<file path="config.mk">
export PLATFORM = sky130hd
export DESIGN_NAME = inter_msg_arbiter
export DESIGN_NICKNAME = d
export VERILOG_FILES = /design/src/rtl/inter_msg_arbiter.sv
export SDC_FILE = /design/constraint.sdc
export NUM_CORES = 1
export LEC_CHECK = 0
export ABC_AREA = 1
export ABC_CLOCK_PERIOD_IN_PS = 2100
export CORE_ASPECT_RATIO = 1.25
export CORE_MARGIN = 5
export CORE_UTILIZATION = 45
export DETAILED_ROUTE_END_ITERATION = 16
export GPL_TIMING_DRIVEN = 0
export PLACE_DENSITY = 0.75
export RECOVER_POWER = 100
export SETUP_SLACK_MARGIN = 0.02
export SYNTH_ARGS = -nofsm -noshare
export SYNTH_HDL_FRONTEND = slang
export SYNTH_SLANG_ARGS = --single-unit
</file>
<file path="constraint.sdc">
create_clock -name clk -period 2.1 [get_ports clk]
set_clock_uncertainty 0.1 [all_clocks]
set_input_delay 0.21 -clock clk [delete_from_list [all_inputs] [get_ports clk]]
set_output_delay 0.21 -clock clk [all_outputs]
set_load 0.005 [all_outputs]
</file>
<file path="src/rtl/inter_msg_arbiter.sv">
// Round-robin arbiter sharing one interboard message transmitter between NUM_REQ
// game-control handlers; buffers one request per handler and tracks the inter_ready handshake.
module inter_msg_arbiter #(
    parameter int NUM_REQ     = 4,
    parameter int ACK_TIMEOUT = 1023
) (
    input  logic                  clk,
    input  logic                  rst,
    input  logic                  interboard_rst,
    input  logic [NUM_REQ-1:0]    req_en,
    input  logic [22*NUM_REQ-1:0] req_msg,
    input  logic                  inter_ready,
    output logic [NUM_REQ-1:0]    req_busy,
    output logic [NUM_REQ-1:0]    req_done,
    output logic [NUM_REQ-1:0]    req_err,
    output logic                  ctrl_en,
    output logic                  ctrl_move_dir,
    output logic [4:0]            ctrl_block_x,
    output logic [2:0]            ctrl_block_y,
    output logic [3:0]            ctrl_msg_type,
    output logic [5:0]            ctrl_card,
    output logic [2:0]            ctrl_sel_len
);

    localparam int PW = (NUM_REQ > 1) ? $clog2(NUM_REQ) : 1;
    localparam int CW = $clog2(ACK_TIMEOUT);

    typedef enum logic [2:0] {
        IDLE,
        ISSUE,
        WAIT_ACK,
        WAIT_DONE,
        DONE
    } state_t;

    state_t             state;
    logic [NUM_REQ-1:0] pending;
    logic [21:0]        msg_buf [NUM_REQ];
    logic [PW-1:0]      rr_ptr;
    logic [PW-1:0]      grant;
    logic [PW-1:0]      pick;
    logic               pick_valid;
    logic [PW-1:0]      rr_next;
    logic [CW-1:0]      cnt;
    logic [21:0]        ctrl_msg;

    // First pending requester at or after rr_ptr, wrapping at NUM_REQ.
    always_comb begin
        int unsigned idx;
        idx        = 0;
        pick       = '0;
        pick_valid = 1'b0;
        for (int unsigned k = 0; k < NUM_REQ; k++) begin
            idx = (32'(rr_ptr) + k) % NUM_REQ;
            if (!pick_valid && pending[PW'(idx)]) begin
                pick       = PW'(idx);
                pick_valid = 1'b1;
            end
        end
    end

    assign rr_next = (grant == PW'(NUM_REQ - 1)) ? '0 : grant + PW'(1);

    always_ff @(posedge clk) begin
        for (int unsigned i = 0; i < NUM_REQ; i++) begin
            if (req_en[i] && !pending[i]) begin
                msg_buf[i] <= req_msg[22*i +: 22];
            end
        end
    end

    always_ff @(posedge clk or posedge rst) begin
        if (rst) begin
            state    <= IDLE;
            pending  <= '0;
            rr_ptr   <= '0;
            grant    <= '0;
            cnt      <= '0;
            ctrl_en  <= 1'b0;
            ctrl_msg <= '0;
            req_done <= '0;
            req_err  <= '0;
        end else if (interboard_rst) begin
            state    <= IDLE;
            pending  <= '0;
            rr_ptr   <= '0;
            grant    <= '0;
            cnt      <= '0;
            ctrl_en  <= 1'b0;
            ctrl_msg <= '0;
            req_done <= '0;
            req_err  <= '0;
        end else begin
            ctrl_en  <= 1'b0;
            req_done <= '0;
            req_err  <= '0;
            for (int unsigned i = 0; i < NUM_REQ; i++) begin
                if (req_en[i] && !pending[i]) begin
                    pending[i] <= 1'b1;
                end
            end
            case (state)
                IDLE: begin
                    if (pick_valid && inter_ready) begin
                        grant    <= pick;
                        ctrl_msg <= msg_buf[pick];
                        ctrl_en  <= 1'b1;
                        state    <= ISSUE;
                    end
                end
                ISSUE: begin
                    cnt   <= '0;
                    state <= WAIT_ACK;
                end
                WAIT_ACK: begin
                    if (!inter_ready) begin
                        state <= WAIT_DONE;
                    end else if (cnt == CW'(ACK_TIMEOUT - 1)) begin
                        req_done[grant] <= 1'b1;
                        req_err[grant]  <= 1'b1;
                        state           <= DONE;
                    end else begin
                        cnt <= cnt + CW'(1);
                    end
                end
                WAIT_DONE: begin
                    if (inter_ready) begin
                        req_done[grant] <= 1'b1;
                        state           <= DONE;
                    end
                end
                DONE: begin
                    // Buffer stays busy through DONE so a same-cycle re-request is dropped.
                    pending[grant] <= 1'b0;
                    rr_ptr         <= rr_next;
                    state          <= IDLE;
                end
                default: state <= IDLE;
            endcase
        end
    end

    assign req_busy = pending;
    assign {ctrl_move_dir, ctrl_block_x, ctrl_block_y,
            ctrl_msg_type, ctrl_card, ctrl_sel_len} = ctrl_msg;

endmodule

</file>
==> results of run 1 <==
==> worst max path at each step <==
stage,endpoint,slack (ns),cells past startpoint
finish,ctrl_msg[16],-0.18,14
global route,ctrl_msg[16],-0.27,14
CTS,ctrl_msg[0],-0.002,14
detailed placement,ctrl_msg[6],-0.16,14
global placement,msg_buf[0][14],-0.67,3
floorplan,msg_buf[0][0],0.22,1
==> through the flow <==
stage	hold WS [ns]	worst slack (ns)	setup TNS [ns]	instance area, sq um
detailed placement	0.378	-0.164	-1.89	7650
global route	0.125	-0.266	-5.24	9220
floorplan	0.181	0.217	0	6060
CTS	0.0603	-0.00162	-0.00309	8860
global placement	0.367	-0.667	-78.81	7560
finish	0.0706	-0.179	-2.67	9220
==> metal layers <==
| metal | track usage [%] | part of all wire [%] |
|---|---|---|
| met4 | 12.6 | 6.7 |
| met5 | 0 | 0 |
| met3 | 5.56 | 8.2 |
| met1 | 26.9 | 33 |
| met2 | 42.0 | 52 |
==> tightest hold or removal path, stage by stage <==
cell and delay (ns):
clkbuf_1 0.17, nand2_1 0.13, nor2_1 0.05
==> layout by cell type, fill, tap and decap left out, types with 18 or more instances in the layout <==
cell type / Yosys / layout
inv_1: 34 / 33
nand3_2: 1 / 48
nand4_1: 47 / 47
dfrtp_1: 52 / 51
nor2_1: 30 / 29
clkbuf_16: 0 / 18
nand2_2: 8 / 40
edfxtp_1: 88 / 88
nand2_4: 0 / 21
buf_4: 5 / 31
nand3_1: 83 / 31
dlygate4sd3_1: 0 / 125
nand2_1: 155 / 103
==> cells by family (layout without fill, tap and decap cells) <==
family / after synthesis / in the layout / share of synthesized area [%]
adder cells (fa/ha/maj): 6 / 6 / 1.24
other: 0 / 1 / 0
buffers and inverters: 68 / 273 / 5.22
flip-flops: 140 / 140 / 65.1
AO/OA/AOI/OAI: 27 / 27 / 2.66
AND/OR/NAND/NOR: 335 / 337 / 25.8
==> synthesized netlist by cell type (2+ instances only) <==
master and n:
nor2_1 30, dfrtp_1 52, nor2_4 2, buf_6 3
nand3_4 2, nand2_1 155, nand2_2 8, buf_4 5
buf_1 4, a22oi_1 2, nor3_1 3, clkbuf_1 2
buf_2 14, a31oi_1 2, nand3_1 83, inv_2 5
o211ai_1 4, o21ai_0 7, nand4_1 47, a21oi_1 8
inv_1 34, ha_1 6, edfxtp_1 88
==> final cells by class <==
type                    count  area (sq um)  share of cell area, %
flip-flops and latches    140          3950                   42.8
multi-input cells         370          2360                   25.6
repair buffers            175          1710                   18.5
clock buffers              19           433                   4.70
plain buffers              27           254                   2.76
well taps                 171           214                   2.32
inverters                  40           173                   1.87
clock inverters            11           123                   1.33
repair inverters            1          6.26                 0.0679
diodes                      1          2.50                 0.0271
==> flip-flops by register name (all words and copies together), names as in the netlist <==
register,count
grant,2
req_busy,4
state,3
req_err,4
ctrl_msg,22
rr_ptr,2
ctrl_en,1
msg_buf,88
cnt,10
req_done,4
==> repair_timing <==
action                     in CTS  in global routing
cloned                          9                  1
hold endpoints to repair        9                  0
buffers inserted               24                  9
pin swaps                      43                 38
resized for setup             105                 89
setup endpoints to repair      23                 32
hold buffers                    1                  0
==> power by group <==
| group | leakage (uW) | total (uW) | internal [uW] | switching, uW |
|---|---|---|---|---|
| registers | 0.00154 | 3410 | 3210 | 194 |
| clock network | 0.000263 | 2880 | 1730 | 1150 |
| logic | 0.00214 | 2500 | 1060 | 1450 |
==> results.txt, run 1 <==
Seq/Total Area, Yosys: 65.1%
Max Root-Sink Buffers: 2
Max IR drop VDD: 707 uV
CTS Sinks: 140
Post-synth EDFFs: 88
HPWL Detailed: 12000 um
Worst Path Required: 2.31 ns
placed insts: 881
Fin. Hold Viols: 0
crit-path cells: buf_6, nand2_1, nand2_4, nand2_2, nand2_4, nor2_4, nand3_1, nand3_2, nand2_4, inv_8, buf_8, nand3_1, nand3_1, nand2_1
gpl congestion: 0.928
gr ovfl total: 0
setup slack after layout: -0.179 ns
asr flop ratio synth: 37.1%
First-pass DRT Iterations: 8
top_reg_cell synth: edfxtp_1
clock slew at reported path FFs: 0.06 ns
number of global-route vias before repair: 5720
CP max stage delay: 0.39 ns
gr usage total: 24.0%
htree depth: 4
Die W: 114 um
PortBufs: 129
CP startpoint kind: register
FMAX: 439 MHz
final wirelength: 20700 um
CP top delay family: simple AND/OR/NAND/NOR gates
LEAKAGE: 0.00395 uW
synthesis-to-layout area growth: 52.1%
Syn Area/Cell: 10.5 sq um
die area: 0.0159 sq mm
synth unique cells: 33
unrepaired setup endpoints after global routing: yes
CP Buf/Inv Count: 3
pins over their slew limit: 0
Core Footprint: 0.0132 sq mm
worst hold path type: primary input to register
CTS buffer count: 17
Setup CP Type: register to register
CP arrival: 2.49 ns
share of cells above drive strength 1: 29.1%
Synth Register Bits: 140
Crit Path Max Fanout: 10
top cells by area, synth: edfxtp_1 (44%), dfrtp_1 (21%), nand2_1 (9.6%)
fin cells: 955
antenna viol nets, final: 0
post-synth top area share: 43.6%
Placement Rows: 47
WHS Endpoint: req_err[2]
later-pin clock latency in the skew report: 0.42 ns
Hold Crit Start: inter_ready
Post-Route Utilization: 69.7%
final net count: 874
fin crit share: 109%
Reg2Reg Depth: 14
largest area contributor in the netlist: edfxtp_1
syn nets: 678
Ports: 131
antenna violations before repair: 1
Max-cap violations: 0
worst flop-to-flop path startpoint: rr_ptr[0]
vias per inst: 5.83
Clk Tree Root Cell: clkbuf_16
WL per Instance: 21.7 um
final count of negative-setup-slack endpoints: 24
failing checks: negative setup slack
slew of the pin with the lowest slew margin: 0.817 ns
largest net degree at the start of global routing: 44
Post-Synthesis Cells: 576
first-pass GRT wire length: 29300 um
die span in y: 140 um
CTS tree: built
hold depth: 3
FILL cells: 866
CP startpoint: rr_ptr[0]
final total power: 8790 uW
# DRC: 0
status: finished with violations
slowest cell on the critical path: dfrtp_1
Mapped Area: 0.00606 sq mm
reg2reg setup slack: -0.18 ns
routed via count: 5569
Initial Util: 45.8%
CP Capture Type: register
minimum clock period: 2.28 ns
reg2reg end: ctrl_msg[16]
YS warnings: 0
Cell Pwr Density: 954 mW/mm^2
slew margin rel.: 45.3%
initial DRC count: 549
Power figures use the tool's default switching activity.
==> run 2, diff against run 1 <==
Settings changed: CAP_MARGIN set to 30.
==> run 2 against run 1 <==
  * The flow still finishes with violations (negative setup slack)
  * Fmax increased by 4.6%
  * Total power down 5.5%
  * Critical path type unchanged
  * Sequential share of layout area up 2.9 points
  * Die area unchanged
  * Critical path depth did not move
  * Critical endpoint is now ctrl_msg[6]
  * Wire length decreased by 12%
  * Non-clock buffer count down 8
  * Sequential cell count unchanged
  * Register-to-register slack better by 0.10 ns
  * Final cell count down 0.94%
==> results.txt, run 2 (same netlist as run 1, synthesis figures left out) <==
status: finished with violations
failing checks: negative setup slack
FILL cells: 975 (+13%)
most frequent cells in the layout: nand2_1 (137), dlygate4sd3_1 (125), edfxtp_1 (88)
CTS buffer count: 17 (unchanged)
Post-Route Utilization: 65.2% (-4.4 points)
antenna violations before repair: 2 (+1)
synthesis-to-layout area growth: 42.5%
hold depth: 3 (unchanged)
routed via count: 5423 (-2.6%)
worst hold path type: primary input to register
slew margin rel.: 45.4% (about the same)
slew of the pin with the lowest slew margin: 0.813 ns (-0.00387 ns)
first-pass GRT wire length: 27600 um (-5.9%)
Clk Tree Root Cell: clkbuf_16
reg2reg end: ctrl_msg[6]
Cell Pwr Density: 963 mW/mm^2 (+0.96%)
WHS Endpoint: req_err[2]
number of global-route vias before repair: 5626 (-1.6%)
CTS tree: built
unrepaired setup endpoints after global routing: yes
die area: 0.0159 sq mm (unchanged)
fin crit share: 104% (-4.8 points)
final net count: 864 (-1.1%)
Max Root-Sink Buffers: 2 (unchanged)
Fin. Hold Viols: 0 (unchanged)
share of cells above drive strength 1: 18.2% (-11 points)
Crit Path Max Fanout: 10 (unchanged)
Hold Crit Start: inter_ready
LEAKAGE: 0.00372 uW (-5.8%)
gr ovfl total: 0 (unchanged)
CTS Sinks: 140 (unchanged)
First-pass DRT Iterations: 5 (-3)
antenna viol nets, final: 0 (unchanged)
minimum clock period: 2.18 ns (-0.100 ns)
Die W: 114 um (unchanged)
die span in y: 140 um (unchanged)
Hold Slack: 0.0779 ns (+0.00729 ns)
reg2reg setup slack: -0.08 ns (+0.10 ns)
gr usage total: 22.4% (-1.6 points)
WL per Instance: 19.3 um (-11%)
PortBufs: 129 (unchanged)
Placement Rows: 47 (unchanged)
HPWL Detailed: 12000 um (about the same)
clock slew at reported path FFs: 0.06 ns (about the same)
CP arrival: 2.38 ns (-0.11 ns)
worst flop-to-flop path startpoint: rr_ptr[0]
largest net degree at the start of global routing: 44 (unchanged)
vias per inst: 5.73 (-1.7%)
final count of negative-setup-slack endpoints: 22 (-8.3%)
later-pin clock latency in the skew report: 0.42 ns (about the same)
CP Capture Type: register
htree depth: 4 (unchanged)
CP startpoint kind: register
Max-cap violations: 0 (unchanged)
Top reg by flops: msg_buf
gpl congestion: 0.928 (unchanged)
final wirelength: 18200 um (-12%)
CP startpoint: rr_ptr[0]
max reg flops: 88 (unchanged)
most common cell after layout, fill and taps aside: nand2_1
largest registers: msg_buf (88), ctrl_msg (22), cnt (10)
initial DRC count: 558 (+1.6%)
Initial Util: 45.8% (unchanged)
Worst Path Required: 2.31 ns (about the same)
Setup CP Type: register to register
FMAX: 459 MHz (+4.6%)
Max IR drop VDD: 682 uV (-3.5%)
Core Footprint: 0.0132 sq mm (unchanged)
pins over their slew limit: 0 (unchanged)
# DRC: 0 (unchanged)
setup slack after layout: -0.0791 ns (+0.100 ns)
Reg2Reg Depth: 14 (unchanged)
Ports: 131 (unchanged)
-- run 2: through the flow --
step	instance area (sq um)	setup WS (ns)	TNS, ns	total power, uW	instances
floorplan	6060	0.217	0	4380	576
global placement	7560	-0.667	-78.81	5100	876
detailed placement	7650	-0.158	-2.09	5200	881
CTS	8490	-0.0304	-0.298	8220	932
global route	8630	-0.164	-3.01	8620	946
finish	8630	-0.0791	-0.909	8310	946
-- run 2: cell type report --
| type | instances | area (sq um) | share of cell area [%] |
|---|---|---|---|
| Clock inverter | 11 | 121 | 1.41 |
| Inverter | 40 | 163 | 1.88 |
| Multi-Input combinational cell | 369 | 1930 | 22.4 |
| Antenna cell | 2 | 5.00 | 0.0580 |
| Buffer | 28 | 229 | 2.65 |
| Timing Repair Buffer | 166 | 1590 | 18.4 |
| Sequential cell | 140 | 3950 | 45.7 |
| Clock buffer | 19 | 433 | 5.02 |
| Tap cell | 171 | 214 | 2.48 |
-- run 2: report_power, final --
group | internal [uW] | total, uW | switching, uW
clock | 1730 | 2860 | 1130
sequential | 3210 | 3390 | 179
combinational | 871 | 2060 | 1190
total | 5810 | 8310 | 2500
-- run 2: what timing repair did --
item / 4_1_cts / 5_1_grt
hold endpoints to repair: 9 / 0
resized for setup: 37 / 41
pin swaps: 11 / 14
hold buffers: 1 / 0
gates cloned: 4 / 1
setup buffers: 16 / 11
endpoints found under the setup margin: 23 / 32
-- run 2: worst max-delay path by stage --
stage	end	cells after the start
final	ctrl_msg[6]	14
after detailed placement	ctrl_msg[6]	14
after global routing	ctrl_msg[20]	15
after floorplan	msg_buf[0][0]	1
after CTS	grant[0]	15
after global placement	msg_buf[0][14]	3
-- run 2: critical path, cell delays in order (launching register included) --
cell and delay, ns:
dfrtp_1 0.40, buf_6 0.15, inv_8 0.08, nand2_2 0.08, nand3_1 0.12, nand2_2 0.11
nand2_4 0.11, nand2_4 0.07, nand2_4 0.10, nand3_4 0.18, buf_8 0.21, nand2_1 0.08
nand3_1 0.12, nand3_1 0.09, nand2_1 0.05
-- run 2: routing by layer --
metal	track usage, %	wire length [um]	vias to the layer above	part of all wire (%)
met5	0	0	-	0
met4	13.6	967	0	5.3
met3	4.34	1430	74	7.8
met2	38.9	9500	348	52
met1	25.2	6330	2615	35
li1	-	-	2386	-
==> run 3, diff against run 2 <==
Settings changed: CORE_UTILIZATION 45 to 51, PLACE_DENSITY 0.75 to 0.83.
==> run 3 against run 2 <==
  * The run still ends with negative setup slack left
  * Non-clock buffer count grew 8
  * Critical endpoint is now ctrl_msg[10]
  * Largest cell class unchanged
  * Largest power group unchanged
  * Fmax shrank 10%
  * Clock-buffer cell count fell by 1
  * Setup slack got worse by 0.25 ns
==> results.txt, run 3 (same netlist as run 1, synthesis figures left out) <==
status: finished with violations
failing checks: negative setup slack
hold depth: 3 (unchanged)
CTS tree: built
LEAKAGE: 0.00391 uW (+5.1%)
synthesis-to-layout area growth: 50.1%
largest registers: msg_buf (88), ctrl_msg (22), cnt (10)
fin cells: 949 (+0.32%)
setup tns final: -5.08 ns (-4.17 ns)
FILL cells: 588 (-40%)
slew of the pin with the lowest slew margin: 0.762 ns (-0.0513 ns)
Max IR drop VDD: 795 uV (+16%)
CTS buffer count: 17 (unchanged)
CP max stage delay: 0.47 ns (+0.07 ns)
most frequent cells in the layout: dlygate4sd3_1 (125), nand2_1 (115), edfxtp_1 (88)
Cell Pwr Density: 988 mW/mm^2 (+2.6%)
CP most frequent cell: nand2_1
die area: 0.0142 sq mm (-11%)
Die W: 107 um (-5.5%)
WL per Instance: 24.4 um (+27%)
unrepaired setup endpoints after global routing: yes
PortBufs: 129 (unchanged)
Worst Path Required: 2.30 ns (about the same)
most common cell after layout, fill and taps aside: dlygate4sd3_1
final net count: 873 (+1.0%)
HPWL Detailed: 11900 um (-0.75%)
Post-Route Utilization: 78.3% (+13 points)
# DRC: 0 (unchanged)
Clk Tree Root Cell: clkbuf_16
max reg flops: 88 (unchanged)
Max-cap violations: 0 (unchanged)
CP Buf/Inv Count: 4 (+1)
CP top delay family: simple AND/OR/NAND/NOR gates
htree depth: 4 (unchanged)
Reg2Reg Depth: 14 (unchanged)
share of cells above drive strength 1: 26.4% (+8.2 points)
Top reg by flops: msg_buf
die span in y: 132 um (-5.6%)
CP Capture Type: register
largest net degree at the start of global routing: 45 (+2.3%)
footprint of the multi-input gates: 0.00222 sq mm (+15%)
Ports: 131 (unchanged)
initial DRC count: 916 (+64%)
first-pass GRT wire length: 28300 um (+2.4%)
CTS Sinks: 140 (unchanged)
fin crit share: 116% (+12 points)
reg2reg setup slack: -0.33 ns (-0.25 ns)
minimum clock period: 2.43 ns (+0.249 ns)
Fin. Hold Viols: 0 (unchanged)
Setup CP Type: register to register
reg2reg end: ctrl_msg[10]
Hold Crit Start: inter_ready
final wirelength: 23200 um (+27%)
slowest cell on the critical path: dfrtp_2
FMAX: 412 MHz (-10%)
final count of negative-setup-slack endpoints: 24 (+9.1%)
antenna violations before repair: 2 (unchanged)
CP arrival: 2.63 ns (+0.25 ns)
final total power: 8980 uW (+8.1%)
CP startpoint kind: register
worst flop-to-flop path startpoint: rr_ptr[1]
Sequential Area: 0.00395 sq mm (unchanged)
gpl congestion: 0.888 (-4.3%)
WHS Endpoint: state[2]
dpl ws: -0.164 ns (-0.00561 ns)
placed insts: 871 (-1.1%)
gr ovfl total: 0 (unchanged)
vias per inst: 6.30 (+9.8%)
Placement Rows: 44 (-6.4%)
pins over their slew limit: 0 (unchanged)
later-pin clock latency in the skew report: 0.43 ns (about the same)
slew margin rel.: 48.8% (+3.4 points)
setup slack after layout: -0.328 ns (-0.249 ns)
Core Footprint: 0.0116 sq mm (-12%)
gr usage total: 25.9% (+3.5 points)
First-pass DRT Iterations: 10 (+5)
Crit Path Max Fanout: 10 (unchanged)
Max Root-Sink Buffers: 2 (unchanged)
worst hold path type: primary input to register
antenna viol nets, final: 0 (unchanged)
number of global-route vias before repair: 5666 (+0.71%)
clock slew at reported path FFs: 0.07 ns (about the same)
routed via count: 5976 (+10%)
Initial Util: 52.2% (+6.4 points)
crit-path cells: inv_4, nand2_1, nand2_4, nand2_4, buf_4, nand2_1, nand2_1, nand3_2, nand2_4, inv_6, buf_8, nand3_1, nand3_2, nand2_1
==> run 3: power by group <==
part           switching [uW]  total (uW)  leakage, uW  internal, uW
sequential                205        3420      0.00154          3210
clock                    1380        3070     0.000280          1680
combinational            1470        2500      0.00209          1030
==> run 3: cell type report <==
class	instances	share of cell area [%]
sequential	140	43.4
multi-input combinational	369	24.4
timing repair buffer	178	18.9
clock buffer	18	4.72
buffer	24	2.59
tap	161	2.21
inverter	40	1.90
clock inverter	14	1.66
antenna	4	0.110
timing repair inverter	1	0.0963
==> run 3: metal layers <==
metal  global-route usage (%)  wire [um]
met5                        0          0
met4                     15.4       1990
met3                     6.22       2200
met2                     45.2      11600
met1                     28.2       7450
==> run 3: repair_timing <==
action / 4_1_cts / 5_1_grt
setup endpoints to repair: 23 / 32
gates cloned: 3 / 3
hold buffers: 1 / 0
pin swaps: 8 / 35
buffers inserted: 17 / 23
resized for setup: 39 / 122
endpoints found under the hold margin: 8 / 0
==> run 3: how the worst max path moves through the flow <==
stage	from	end	cells past startpoint
2_1_floorplan	req_busy[0]	msg_buf[0][0]	1
3_3_place_gp	req_en[0]	msg_buf[0][14]	3
3_5_place_dp	rr_ptr[0]	ctrl_msg[6]	14
4_1_cts	rr_ptr[0]	ctrl_msg[1]	16
5_1_grt	rr_ptr[1]	ctrl_msg[10]	14
6_report	rr_ptr[1]	ctrl_msg[10]	14
==> run 3: tightest hold or removal path, delay by kind of cell <==
kind	cells	cell delay (ns)
buffers and inverters	2	0.29
and+or+nand+nor	1	0.05
==> run 3: metrics by stage <==
stage,area [sq um],hold slack (ns)
after floorplan,6060,0.181
after detailed placement,7640,0.361
after global placement,7550,0.376
after global routing,9090,0.102
after CTS,8510,0.0688
final,9090,0.0659
